--- src/rtl/ps2_key_ctrl.sv ---
`default_nettype none
// +--------------------------------------------------------------------------+
// | ps2_key_ctrl: Set-2 scancode parser with repeat filter and event FIFO    |
// | Rev 1.0                                                                   |
// +--------------------------------------------------------------------------+
module ps2_key_ctrl #(
  parameter int FIFO_DEPTH     = 4,
  parameter int TIMEOUT_CYCLES = 50000
) (
  input  logic       clk,
  input  logic       reset,
  input  logic       in_valid,
  input  logic [7:0] in_byte,
  output logic       evt_valid,
  input  logic       evt_ready,
  output logic [7:0] evt_code,
  output logic       evt_ext,
  output logic       evt_break,
  output logic       key_held,
  output logic [8:0] held_code,
  output logic [7:0] press_count,
  output logic       overflow
);

  localparam int AW = $clog2(FIFO_DEPTH);
  localparam int TW = $clog2(TIMEOUT_CYCLES + 1);
  localparam logic [TW-1:0] c_TO_LAST = TW'(TIMEOUT_CYCLES - 1);
  localparam logic [TW-1:0] c_TO_ONE  = TW'(1);
  localparam logic [AW:0]   c_PTR_ONE = (AW+1)'(1);
  localparam logic [AW:0]   c_FULL_X  = {1'b1, {AW{1'b0}}};

  typedef enum logic [1:0] {S_IDLE, S_EXT, S_BRK, S_EXT_BRK} state_t;

  state_t          r_state, w_next;
  logic [TW-1:0]   r_to_cnt;
  logic            w_evt, w_evt_ext, w_evt_brk, w_disc;
  logic            r_key_held, r_overflow;
  logic [8:0]      r_held_code;
  logic [7:0]      r_press_count;
  logic [9:0]      r_mem [FIFO_DEPTH];
  logic [AW:0]     r_wr_ptr, r_rd_ptr;
  logic            w_empty, w_full, w_pop, w_match, w_repeat, w_push, w_wr_en;

  always_comb begin
    case (in_byte)
      8'h00, 8'hAA, 8'hE1, 8'hEE, 8'hFA, 8'hFE, 8'hFF: w_disc = 1'b1;
      default:                                         w_disc = 1'b0;
    endcase
  end

  always_comb begin
    w_next    = r_state;
    w_evt     = 1'b0;
    w_evt_ext = 1'b0;
    w_evt_brk = 1'b0;
    if (in_valid) begin
      case (r_state)
        S_IDLE: begin
          if (in_byte == 8'hE0)      w_next = S_EXT;
          else if (in_byte == 8'hF0) w_next = S_BRK;
          else if (!w_disc)          w_evt  = 1'b1;
        end
        S_EXT: begin
          if (in_byte == 8'hF0)      w_next = S_EXT_BRK;
          else if (in_byte == 8'hE0) w_next = S_EXT;
          else begin
            w_next    = S_IDLE;
            w_evt     = !w_disc;
            w_evt_ext = 1'b1;
          end
        end
        default: begin
          // Break states: a second prefix is a protocol error and aborts.
          w_next    = S_IDLE;
          w_evt     = !w_disc && (in_byte != 8'hE0) && (in_byte != 8'hF0);
          w_evt_ext = (r_state == S_EXT_BRK);
          w_evt_brk = 1'b1;
        end
      endcase
    end else if (r_state != S_IDLE && r_to_cnt == c_TO_LAST) begin
      w_next = S_IDLE;
    end
  end

  assign w_empty  = (r_wr_ptr == r_rd_ptr);
  assign w_full   = ((r_wr_ptr ^ r_rd_ptr) == c_FULL_X);
  assign w_pop    = !w_empty && evt_ready;
  assign w_match  = r_key_held && (r_held_code == {w_evt_ext, in_byte});
  assign w_repeat = w_evt && !w_evt_brk && w_match;
  assign w_push   = w_evt && !w_repeat;
  // A full FIFO still accepts the write when the head leaves in the same cycle.
  assign w_wr_en  = w_push && (!w_full || w_pop);

  always_ff @(posedge clk) begin
    if (reset) begin
      r_state       <= S_IDLE;
      r_to_cnt      <= '0;
      r_key_held    <= 1'b0;
      r_held_code   <= '0;
      r_press_count <= '0;
      r_overflow    <= 1'b0;
      r_wr_ptr      <= '0;
      r_rd_ptr      <= '0;
    end else begin
      r_state <= w_next;
      if (in_valid || w_next == S_IDLE) r_to_cnt <= '0;
      else                              r_to_cnt <= r_to_cnt + c_TO_ONE;
      if (w_push && !w_evt_brk) begin
        r_key_held    <= 1'b1;
        r_held_code   <= {w_evt_ext, in_byte};
        r_press_count <= r_press_count + 8'd1;
      end else if (w_push && w_match) begin
        r_key_held <= 1'b0;
      end
      if (w_push && w_full && !w_pop) r_overflow <= 1'b1;
      if (w_wr_en) r_wr_ptr <= r_wr_ptr + c_PTR_ONE;
      if (w_pop)   r_rd_ptr <= r_rd_ptr + c_PTR_ONE;
    end
  end

  always_ff @(posedge clk) begin
    if (reset) begin
      for (int i = 0; i < FIFO_DEPTH; i++) r_mem[i] <= '0;
    end else if (w_wr_en) begin
      r_mem[r_wr_ptr[AW-1:0]] <= {w_evt_brk, w_evt_ext, in_byte};
    end
  end

  assign evt_valid   = !w_empty;
  assign evt_code    = r_mem[r_rd_ptr[AW-1:0]][7:0];
  assign evt_ext     = r_mem[r_rd_ptr[AW-1:0]][8];
  assign evt_break   = r_mem[r_rd_ptr[AW-1:0]][9];
  assign key_held    = r_key_held;
  assign held_code   = r_held_code;
  assign press_count = r_press_count;
  assign overflow    = r_overflow;

endmodule
`default_nettype wire

--- config.mk ---
export PLATFORM = sky130hd
export DESIGN_NAME = ps2_key_ctrl
export DESIGN_NICKNAME = d
export VERILOG_FILES = /design/src/rtl/ps2_key_ctrl.sv
export SDC_FILE = /design/constraint.sdc
export NUM_CORES = 1
export LEC_CHECK = 0
export BUFFER_PORTS_ARGS = -buffer_cell sky130_fd_sc_hd__buf_2
export CAP_MARGIN = 10
export CORE_MARGIN = 8
export CORE_UTILIZATION = 60
export CTS_CLUSTER_SIZE = 40
export DETAILED_ROUTE_END_ITERATION = 12
export GPL_ROUTABILITY_DRIVEN = 0
export GPL_TIMING_DRIVEN = 1
export PLACE_DENSITY = 0.82
export SLEW_MARGIN = 20
export SYNTH_ARGS = -nofsm -noshare
export SYNTH_HDL_FRONTEND = slang
export SYNTH_SLANG_ARGS = --single-unit
--- constraint.sdc ---
create_clock -name clk -period 6.03 [get_ports clk]
set_clock_uncertainty 0.2 [all_clocks]
set_input_delay 1.206 -clock clk [delete_from_list [all_inputs] [get_ports clk]]
set_output_delay 1.206 -clock clk [all_outputs]
set_load 0.1 [all_outputs]
### Word level (Yosys, flattened, before mapping)

Memory sizes are Yosys's and may differ from the RTL's. A register that Yosys moved wholly into a read port is not among the register bits.
Cells that the tools add are included.
Widths: inputs -> output; s select.

* add/sub/neg operators: 4
* eq/ne operators: 16
* multiplexer cells: 33
* bitwise gates (word level): 1
* reductions and logical operators: 30

Operators by type and width (count)
* $eq 8x8->1 const B: 8
* $mux 1: 21
* $add 16x1->16 const B: 1
* $eq 16x16->1 const B: 1
* $mux 2: 8
* $ne 8x8->1 const B: 2
* $logic_and 1x1->1: 13
* $mux 10: 1
* $reduce_or 10->1: 1
* $eq 9x9->1: 1
* $add 8x1->8 const B: 1
* $logic_not 8->1: 1
* $reduce_or 7->1: 1
* $add 3x1->3 const B: 2
* $logic_not 1->1: 6
* $logic_not 2->1: 2
* $pmux 1 s2: 2
* $pmux 2 s2: 1
* $reduce_bool 2->1: 2
* $reduce_or 2->1: 2
* $eq 3x3->1: 1
* $eq 3x3->1 const B: 1
* $xor 3x3->3: 1
* $eq 2x1->1 const B: 1
* 2 further kinds: 3

* register bits: 43
* memory bits (writable): 40
* input bits: 12
* memories: 1

Memories
* r_mem: words 4, width 10, rd ports 1, clocked after memory_dff 1, write ports 4, line 40 `logic [9:0] r_mem [FIFO_DEPTH];`

### Longest topological paths before layout

Gate-level depths: netlist of the first run.

* word-level depth: 18
* depth in mapped cells: 8
* gate-level depth less buffers: 6

### Least setup slack after synthesis of the first run

No wires, ideal clock.

* path kind: in2reg
* start point: in in_byte[2]
* end point: reg r_press_count[4] (netlist: press_count[4])
* arrival: 2.779 ns
* path slack: 2.928 ns
* cell stages on the path: 7
* path buffers: 1
* path through: buf_2 -> nor3_2 -> a31oi_4 -> xnor2_2 -> a211oi_4 -> nand4_1 -> mux2_1

* longest elaborated chain between the ends: 13
* elaborated cells on any way between the ends: 34

Ends and longest elaborated chain
* start, declared: line 13 `input logic [7:0] in_byte,`
* $eq 8x8->1 or $logic_not 8->1 (tied branches): line 45 `case (in_byte)`
* $reduce_or 7->1: line 45
* $mux 1: line 45
* $mux 1 or $logic_not 1->1 (tied branches): line 61, 68, 75
* $mux 1, or another cell as far along: line 60 `else if (in_byte == 8'hF0) w_next = S_BRK;`
* $mux 1, or another cell as far along: line 59 `if (in_byte == 8'hE0) w_next = S_EXT;`
* $pmux 1 s2: line 57 `case (r_state)`
* $mux 1: line 56 `if (in_valid) begin`
* $logic_and 1x1->1 (2 in a row): line 89 `assign w_repeat = w_evt && !w_evt_brk && w_match;`
* $logic_not 1->1: line 90 `assign w_push = w_evt && !w_repeat;`
* $logic_and 1x1->1 (*): line 90
* $logic_and 1x1->1 (*): line 108 `if (w_push && !w_evt_brk) begin`
* end signal, assigned: line 111 `r_press_count <= r_press_count + 8'd1;`
* end, declared: line 39 `logic [7:0] r_press_count;`

Every way passes the cells marked *; elsewhere a longest branch is shown, timed or not.
A chain may end at the register's enable or synchronous reset.

==> results of run 1 <==
state kept, by name, indices dropped and copies added, names as in the netlist, 2 cells and up, named ones only:
name / flops
press_count: 8
r_state: 2
r_wr_ptr: 3
r_mem: 40
r_rd_ptr: 3
held_code: 9
r_to_cnt: 16
cell type report:
class / instances / area share
multi-input cells: 258 / 0.399
well taps: 77 / 0.0223
flip-flops and latches: 85 / 0.487
inverters: 3 / 0.00261
repair buffers: 41 / 0.0476
clock buffers: 10 / 0.0319
clock inverters: 6 / 0.00899
synth_stat cells, drive strengths merged (3+ instances only):
cell type,instances,area (µm²)
o21ai,5,25.0
and4,3,26.3
edfxtp,40,1200
dfxtp,45,901
buf,8,45.0
nor4,5,31.3
nand3,14,70.1
clkbuf,7,26.3
mux2,4,45.0
nor2,79,299
nor2b,4,25.0
and3,6,37.5
inv,3,11.3
ha,4,50.1
nand4,5,31.3
mux4,10,225
mux2i,10,100
xor2,8,70.1
xnor2,19,174
a21oi,11,55.1
nand2b,15,93.8
nor3,11,60.1
nand2,21,78.8
how the worst max path moves through the flow:
stage / startpoint / end / cells after the start
6_report: in_byte[1] / r_mem[0][9] / 7
3_5_place_dp: in_byte[1] / r_mem[1][1] / 7
5_1_grt: in_byte[1] / r_mem[1][6] / 7
4_1_cts: in_byte[1] / r_mem[1][3] / 7
3_3_place_gp: in_byte[1] / r_mem[1][1] / 7
2_1_floorplan: in_byte[2] / press_count[4] / 7
power breakdown:
group	total, mW	internal, mW	switching (mW)	leakage (nW)
Combinational	0.320	0.0725	0.248	0.748
Sequential	0.664	0.634	0.0299	0.785
Clock	0.354	0.159	0.196	0.0842
Total	1.34	0.866	0.473	1.62
layer usage:
layer	up-vias	track usage
met5	-	0
met2	70	0.273
li1	1353	-
met1	1309	0.210
met4	0	0.0746
met3	13	0.0327
logic make-up (layout without fill, tap and decap cells):
group	after synthesis	in the layout	synth area share
and+or+nand+nor	174	174	0.214
DFF	85	85	0.538
AOI/OAI and AO/OA	29	29	0.0564
xor gates and xnor gates	27	27	0.0625
muxes	24	24	0.0948
adders and majority gates	4	4	0.0128
buffers and inverters	18	60	0.0211
critical path, stage by stage:
cell      delay (ps)
buf_2            140
nor2_1           280
a31oi_4          150
xnor2_2          190
nand2_1          360
nand3_1          450
nand2b_1         530
stage by stage:
stage / std cells / area (µm²) / power (mW) / hold slack [ps] / util
6_report: 480 / 4310 / 1.34 / 255 / 0.683
5_1_grt: 480 / 4310 / 1.39 / 280 / 0.683
4_1_cts: 480 / 4310 / 1.35 / 259 / 0.683
3_5_place_dp: 464 / 4140 / 1.00 / 247 / 0.655
3_3_place_gp: 464 / 4140 / 0.993 / 228 / 0.655
2_1_floorplan: 361 / 3910 / 0.948 / 218 / -
==> reports/metrics.yaml, run 1 <==
status: "finished, final reports clean"
grt_antenna_before_repair: 0
synth-edff-count: 40
syn-cell-area_um2: 3910
diodes: 0
cp-end-kind: "register"
wl_per_cell_um: 16.3
n_fill_cell: 483
viasPerCell: 5.72
grt_max_degree: 53
vdd_ir_drop_max_mv: 0.210
period_needed_ps: 3530
final_cell_mix: "nor2_1 (78), dfxtp_1 (45), buf_2 (41), edfxtp_1 (40), nand2_1 (21)"
layout_commonest_cell: "nor2_1"
fin_ws_ps: 2500
postCtsHoldBufs: 0
period_share: 0.585
drt_wl_total_um: 7820
cp-start-kind: "input pin"
worst-r2r-setup-slack_ps: 3180
rr_worst_depth: 6
drv_slew: 0
start_util: 0.619
synthFlopType: "dfxtp_1"
synth_cell_types: 49
finalHoldViolCount: 0
holdPathEnd: "r_to_cnt[0]"
io_pins: 42
crit_type: "in -> reg"
ant_nets: 0
grt_pass1_vias: 2712
seqCellArea_um2: 2100
postSynthAreaPerCell_um2: 10.8
drive_above_1_share: 0.189
multi_input_area_um2: 1720
dr.pass1.iters: 4
tightest_slew_ps: 932
die_w_um: 96.7
clock.fmax_mhz: 284
cap_violations: 0
cts_root_buf: "clkbuf_8"
drt-initial-drc-count: 184
setup_viol: 0
cts.repair.resized: 0
post_cts_buffers: 0
dpl.hpwl_um: 5710
portBuffers: 41
syn_inst: 361
drt-met1-wl_um: 3540
design.core.area_um2: 6310
worst_ep_required_time_ps: 5820
relSlewSlack: 0.377
finalSetupTns_ps: 0
wl_met2_um: 3750
reg2reg_to: "r_mem[0][9]"
cts_tree: "done"
arrival_ps: 3310
p_per_area_nw_per_um2: 310
seq_area_frac_synth: 0.538
grt_pass1_wl_um: 13000
ys_async_sr_fraction: 0
hp-start: "r_to_cnt[0]"
rsz0062_at_grt: "false"
grt_use_total: 0.167
nets: 414
clock-sinks: 85
p_leak_nw: 1.62
numCtsBuffers: 9
clkTransAtPathRegs_ps: 80
critPathMaxFanout: 15
die_h_um: 96.7
r2r-start: "r_state[1]"
vias: 2745
drc: 0
syn_nets: 377
highest_layer: "met4"
dr_wl_met3_um: 389
die_area_um2: 9350
clock_latency_ps: 340
ys_ff_latch: 85
ys_warn_count: 0
row_count: 29
cts-htree-levels: 3
overflow: 0
syn_to_final_growth_pct: 10.4
cts_buffer_depth: 2
hold_depth: 1
hold_path.class: "reg -> reg"
dp_slack_ps: 2170
(Power assumes the default switching activity.)
==> run 2, diff against run 1 <==
ABC_AREA = 1   (was unset)
CORE_UTILIZATION = 59   (was 60)
PLACE_DENSITY = 0.81   (was 0.82)
clock period = 3.7 ns   (was 6.03 ns; I/O delays follow)
==> run 2 against run 1 <==
  * Sequential power rose by 61%
  * Sequential cell count is the same
  * Global-route usage up 3.1 points
  * Register-to-register slack lost 1900 ps
  * Synthesized cell count up 33%
  * Wire length up 18%
  * Clock-buffer cell count fell by 1
  * Cell area increased by 4.7%
  * Largest power group unchanged
  * Via count up 24%
  * Synthesized area is 4.2% higher
  * Non-clock buffer count is 5 higher
  * Cell count increased by 26%
==> reports/metrics.yaml, run 2 <==
design.core.area_um2: 6720  # +6.4%
cp_cell_sequence: "buf_4 > inv_1 > o21ai_0 > o22ai_1 > buf_2"
status: "finished, final reports clean"
r2r-start: "r_state[1]"
cts.repair.resized: 0  # unchanged
die_w_um: 99.1  # +2.5%
dpl.hpwl_um: 6810  # +19%
syn_nets: 495  # +31%
layout_commonest_cell: "nor2_1"
synthXorXnorAreaFrac: 0.0344  # -0.0280
tightest_slew_ps: 644  # -287 ps
holdPathEnd: "r_to_cnt[0]"
synth_top_family_by_area: "simple AND/OR/NAND/NOR gates"
crit_path_max_incr_delay_ps: 450  # -80 ps
relSlewSlack: 0.569  # +0.192
die_area_um2: 9810  # +5.0%
finalHoldViolCount: 0  # unchanged
synth_cell_types: 36  # -27%
crit_type: "reg -> out"
portBuffers: 41  # unchanged
arrival_ps: 2070  # -1240 ps
synth_mux_area_frac: 0  # -0.0948
setup_viol: 0  # unchanged
grt_pass1_vias: 3350  # +24%
postCtsHoldBufs: 0  # unchanged
seqPwrFrac: 0.444  # -0.052
drt-initial-drc-count: 208  # +13%
clock.fmax_mhz: 332
ys_warn_count: 0  # unchanged
rr_worst_depth: 8  # +2
start_util: 0.606  # -0.0129
n_fill_cell: 553  # +14%
synth.area.top_cells: "edfxtp_1 (30%), dfxtp_1 (22%), nor2_1 (7.8%)"
synthSimpleGateAreaFrac: 0.284  # +0.0695
worst-r2r-setup-slack_ps: 1290  # -1890 ps
yosys.area.top_type: "edfxtp_1"
cp-start-kind: "register"
cts_tree: "done"
hp-start: "r_to_cnt[0]"
cts_buffer_depth: 2  # unchanged
p_leak_nw: 1.85  # +14%
grt_pass1_wl_um: 15700  # +21%
synth-edff-count: 40  # unchanged
row_count: 30  # +3.4%
p_per_area_nw_per_um2: 532  # +72%
finalSetupTns_ps: 0  # unchanged
diodes: 0  # unchanged
die_h_um: 99.1  # +2.5%
pwr-share-comb: 0.288  # +0.049
ant_nets: 0  # unchanged
stdcell_count: 604  # +26%
overflow: 0  # unchanged
dr.pass1.iters: 5  # +1
seq_area_frac_synth: 0.516  # -0.0217
period_needed_ps: 3010
syn_inst: 479  # +33%
grt_antenna_before_repair: 0  # unchanged
wl_per_cell_um: 15.3  # -6.4%
dp.cells: 588  # +27%
post_cts_buffers: 0  # unchanged
vias: 3417  # +24%
p_sw_frac: 0.394  # +0.0404
synthAdderAreaFrac: 0.0123  # -0.000516
drc: 0  # unchanged
numCtsBuffers: 9  # unchanged
cp-end-kind: "output pin"
syn-cell-area_um2: 4070  # +4.2%
clock_latency_ps: 360  # +20 ps
vdd_ir_drop_max_mv: 0.192  # -8.9%
hold_depth: 1  # unchanged
grt_use_total: 0.198  # +0.0308
clock-sinks: 85  # unchanged
cts_root_buf: "clkbuf_8"
grt_max_degree: 26  # -51%
crit_buf_inv: 3  # +2
final_cell_mix: "nor2_1 (85), nand2_1 (80), dfxtp_1 (45), buf_2 (41), edfxtp_1 (40)"
internal_power_mw: 1.46  # +68%
largest_reg_flops: 40  # unchanged
hold-worst-slack_ps: 264  # +9.46 ps
drv_slew: 0  # unchanged
drt_wl_total_um: 9220  # +18%
viasPerCell: 5.66  # -1.1%
nets: 535  # +29%
power_switching_uw: 947  # +100%
cap_violations: 0  # unchanged
critPathMaxFanout: 21  # +6
synth_top_area_share: 0.295  # -0.0124
period_share: 0.814
cts-htree-levels: 3  # unchanged
drive_above_1_share: 0.187  # -0.00156
finalPower_mw: 2.40  # +80%
synthFlopType: "dfxtp_1"
crit_family: "buffers and inverters"
rsz0062_at_grt: "false"
cpMaxStageDelayCell: "buf_2"
synth_compound_area_frac: 0.0910  # +0.0346
yosys-top-cells-count: "nor2_1 (85), nand2_1 (80), dfxtp_1 (45)"
worst_ep_required_time_ps: 2760  # -3060 ps
clkTransAtPathRegs_ps: 90  # about the same
synth_most_common_cell: "nor2_1"
power.share.clock: 0.268  # +0.003
reg2reg_to: "r_mem[2][5]"
io_pins: 42  # unchanged
syn_to_final_growth_pct: 10.9
ys_async_sr_fraction: 0  # unchanged
hold_path.class: "reg -> reg"
top_register: "r_mem"
postSynthAreaPerCell_um2: 8.50  # -21%
ys_ff_latch: 85  # unchanged
## run 2: cell count changes in the layout (fill, tap and decap cells not counted), sizes merged, moves of 14 or more
cell / change
inv: +39
xnor2: -14
nor2: +24
nand2: +63
nand2b: -15
o21ai: +24
a21oi: +14
nand4: +17
## run 2: worst max path at each step
stage	start	to	slack, ps	cells after the start
final	register	evt_code[7]	690	5
after floorplan	register	evt_break	600	3
after CTS	register	evt_code[7]	650	5
after detailed placement	in_byte[4]	r_mem[2][2]	390	14
after global routing	register	evt_code[7]	530	5
after global placement	in_byte[4]	r_mem[1][9]	510	14
## run 2: cell type report
cell class / instances / area [µm²] / area share
Multi-Input combinational cell: 334 / 1720 / 0.380
Sequential cell: 85 / 2100 / 0.466
Timing Repair Buffer: 46 / 243 / 0.0538
Clock buffer: 9 / 124 / 0.0274
Inverter: 43 / 164 / 0.0363
Tap cell: 80 / 100 / 0.0222
Clock inverter: 7 / 66.3 / 0.0147
## run 2: power groups by stage
stage | sequential, mW | combinational (mW) | clock (mW)
after floorplan | 1.15 | 0.514 | 0
after global placement | 1.09 | 0.683 | 0
after detailed placement | 1.09 | 0.695 | 0
after CTS | 1.07 | 0.696 | 0.647
after global routing | 1.07 | 0.738 | 0.681
final | 1.07 | 0.693 | 0.643
## run 2: cell families after synthesis
family,Yosys count
xor+xnor,16
simple gates,245
fa+ha+maj,4
compound gates,69
buf+inv,60
flops,85
## run 2: worst reg2reg max path: cells and delay by family, from the launching register on
family,cells,cell delay [ps]
buffers and inverters,1,90
DFF,1,420
and+or+nand+nor,7,1350
## run 2: per-stage QoR
stage                     setup WS [ps]  utilization  area (µm²)
after global placement              507        0.644        4320
after CTS                           651        0.672        4510
after global routing                528        0.672        4510
after detailed placement            385        0.644        4320
final                               689        0.672        4510
after floorplan                     595            -        4070
## run 2: layer usage
layer  global-route usage  vias up  routed length, µm
li1                     -     1676                  -
met1                0.236     1610               3980
met2                0.341      113               4610
met3               0.0430       18                445
met4               0.0757        0                179
met5                    0        -                  0
==> run 3, diff against run 2 <==
ABC_AREA = 0   (was 1)
CORE_UTILIZATION = 58   (was 59)
PLACE_DENSITY = 0.8   (was 0.81)
clock period = 3.1 ns   (was 3.7 ns; I/O delays follow)
==> run 3 against run 2 <==
  * Cell count down 18%
  * Worst hold slack worse by 12 ps
  * Register-to-register slack lost 520 ps
  * Sequential power up 19%
  * Critical endpoint unchanged
  * Clock power is 30% higher
  * Highest routed layer unchanged
  * Die area shrank 2.0%
  * Combinational power shrank 3.9%
==> reports/metrics.yaml, run 3 (synthesis results as in run 1) <==
status: "finished, final reports clean"
overflow: 0  # unchanged
portBuffers: 41  # unchanged
crit_type: "reg -> out"
rr_worst_depth: 6  # -2
drv_slew: 0  # unchanged
grt_pass1_wl_um: 13900  # -12%
clock_latency_ps: 360  # about the same
hp-start: "r_to_cnt[0]"
drt_wl_total_um: 8280  # -10%
ant_nets: 0  # unchanged
drc: 0  # unchanged
tightest_slew_ps: 502  # -142 ps
p_leak_nw: 1.70  # -8.0%
cp-end-kind: "output pin"
hold_depth: 1  # unchanged
die_area_um2: 9620  # -2.0%
grt_use_total: 0.181  # -0.0176
numCtsBuffers: 9  # unchanged
wl_per_cell_um: 16.7  # +9.7%
cap_violations: 0  # unchanged
grt_antenna_before_repair: 0  # unchanged
finalSetupTns_ps: 0  # unchanged
dr.pass1.iters: 4  # -1
syn_to_final_growth_pct: 13.7
dpl.hpwl_um: 5760  # -15%
worst-r2r-setup-slack_ps: 770  # -520 ps
row_count: 30  # unchanged
viasPerCell: 5.74  # +1.5%
hold-worst-slack_ps: 253  # -11.6 ps
cts_buffer_depth: 2  # unchanged
cts.repair.resized: 0  # unchanged
r2r-start: "r_wr_ptr[0]"
period_needed_ps: 2570
postCtsHoldBufs: 0  # unchanged
holdPathEnd: "r_to_cnt[0]"
p_per_area_nw_per_um2: 624  # +17%
finalHoldViolCount: 0  # unchanged
largest_reg_flops: 40  # unchanged
clock-sinks: 85  # unchanged
vias: 2842  # -17%
start_util: 0.588  # -0.0178
drive_above_1_share: 0.207  # +0.0202
die_w_um: 98.1  # -1.0%
design.core.area_um2: 6640  # -1.1%
reg2reg_to: "r_mem[3][2]"
final_cell_mix: "nor2_1 (78), dfxtp_1 (45), buf_2 (41), edfxtp_1 (40), nand2_1 (21)"
worst_ep_required_time_ps: 2280  # -480 ps
layout_commonest_cell: "nor2_1"
clock.fmax_mhz: 389
top_register: "r_mem"
cts_root_buf: "clkbuf_8"
clkTransAtPathRegs_ps: 90  # about the same
relSlewSlack: 0.662  # +0.0931
cts-htree-levels: 3  # unchanged
hold_path.class: "reg -> reg"
io_pins: 42  # unchanged
period_share: 0.829
rsz0062_at_grt: "false"
post_cts_buffers: 0  # unchanged
setup_viol: 0  # unchanged
grt_max_degree: 26  # unchanged
arrival_ps: 1750  # -320 ps
vdd_ir_drop_max_mv: 0.418  # +120%
drt-initial-drc-count: 134  # -36%
nets: 426  # -20%
cp-start-kind: "register"
grt_pass1_vias: 2840  # -15%
critPathMaxFanout: 10  # -52%
die_h_um: 98.1  # -1.0%
finalPower_mw: 2.77  # +15%
diodes: 0  # unchanged
cts_tree: "done"
==> run 3: cell count changes in the layout (fill, tap and decap cells not counted), sizes merged, moves of 10 or more <==
| cell | before | now |
|---|---|---|
| mux4 | 0 | 10 |
| o22ai | 10 | 0 |
| a21oi | 25 | 11 |
| o21ai | 29 | 5 |
| inv | 42 | 6 |
| nand2b | 0 | 15 |
| xnor2 | 5 | 19 |
| nand2 | 84 | 21 |
| nand4 | 22 | 5 |
| mux2i | 0 | 10 |
| nor2 | 103 | 79 |
==> run 3: layout make-up <==
class	count	area (µm²)
multi-input combinational	258	1720
fill	523	2200
inverter	3	11.3
tap	80	100
timing repair buffer	53	295
clock buffer	11	153
sequential	85	2100
clock inverter	5	57.6
==> run 3: where the power goes <==
part / internal (mW) / total, mW / switching, mW
sequential: 1.23 / 1.27 / 0.0379
combinational: 0.156 / 0.666 / 0.510
clock: 0.424 / 0.835 / 0.411
total: 1.81 / 2.77 / 0.959
==> run 3: worst max-delay path by stage <==
stage,start,end,cells after the start
CTS,register,evt_code[7],3
detailed placement,in_byte[0],r_mem[3][3],7
floorplan,held_code[4],r_mem[3][0],6
global route,register,evt_code[6],3
global placement,in_byte[4],r_mem[3][5],7
finish,register,evt_code[7],3
==> run 3: critical path: stages, from the launching register on <==
cell and delay, ps:
dfxtp_1 320, buf_4 230, mux4_2 540, buf_2 310
==> run 3: stage by stage <==
stage	utilization	cells	cell area, µm²	worst slack (ps)
after global routing	0.668	495	4440	456
after detailed placement	0.637	479	4230	434
after global placement	0.637	479	4230	457
after floorplan	-	361	3910	489
final	0.668	495	4440	529
after CTS	0.668	495	4440	497
==> run 3: layer usage <==
layer / wire length, µm / global-route usage / up-vias
li1: - / - / 1376
met1: 3540 / 0.214 / 1376
met2: 4100 / 0.301 / 74
met3: 470 / 0.0491 / 16
met4: 178 / 0.0779 / 0
met5: 0 / 0 / -
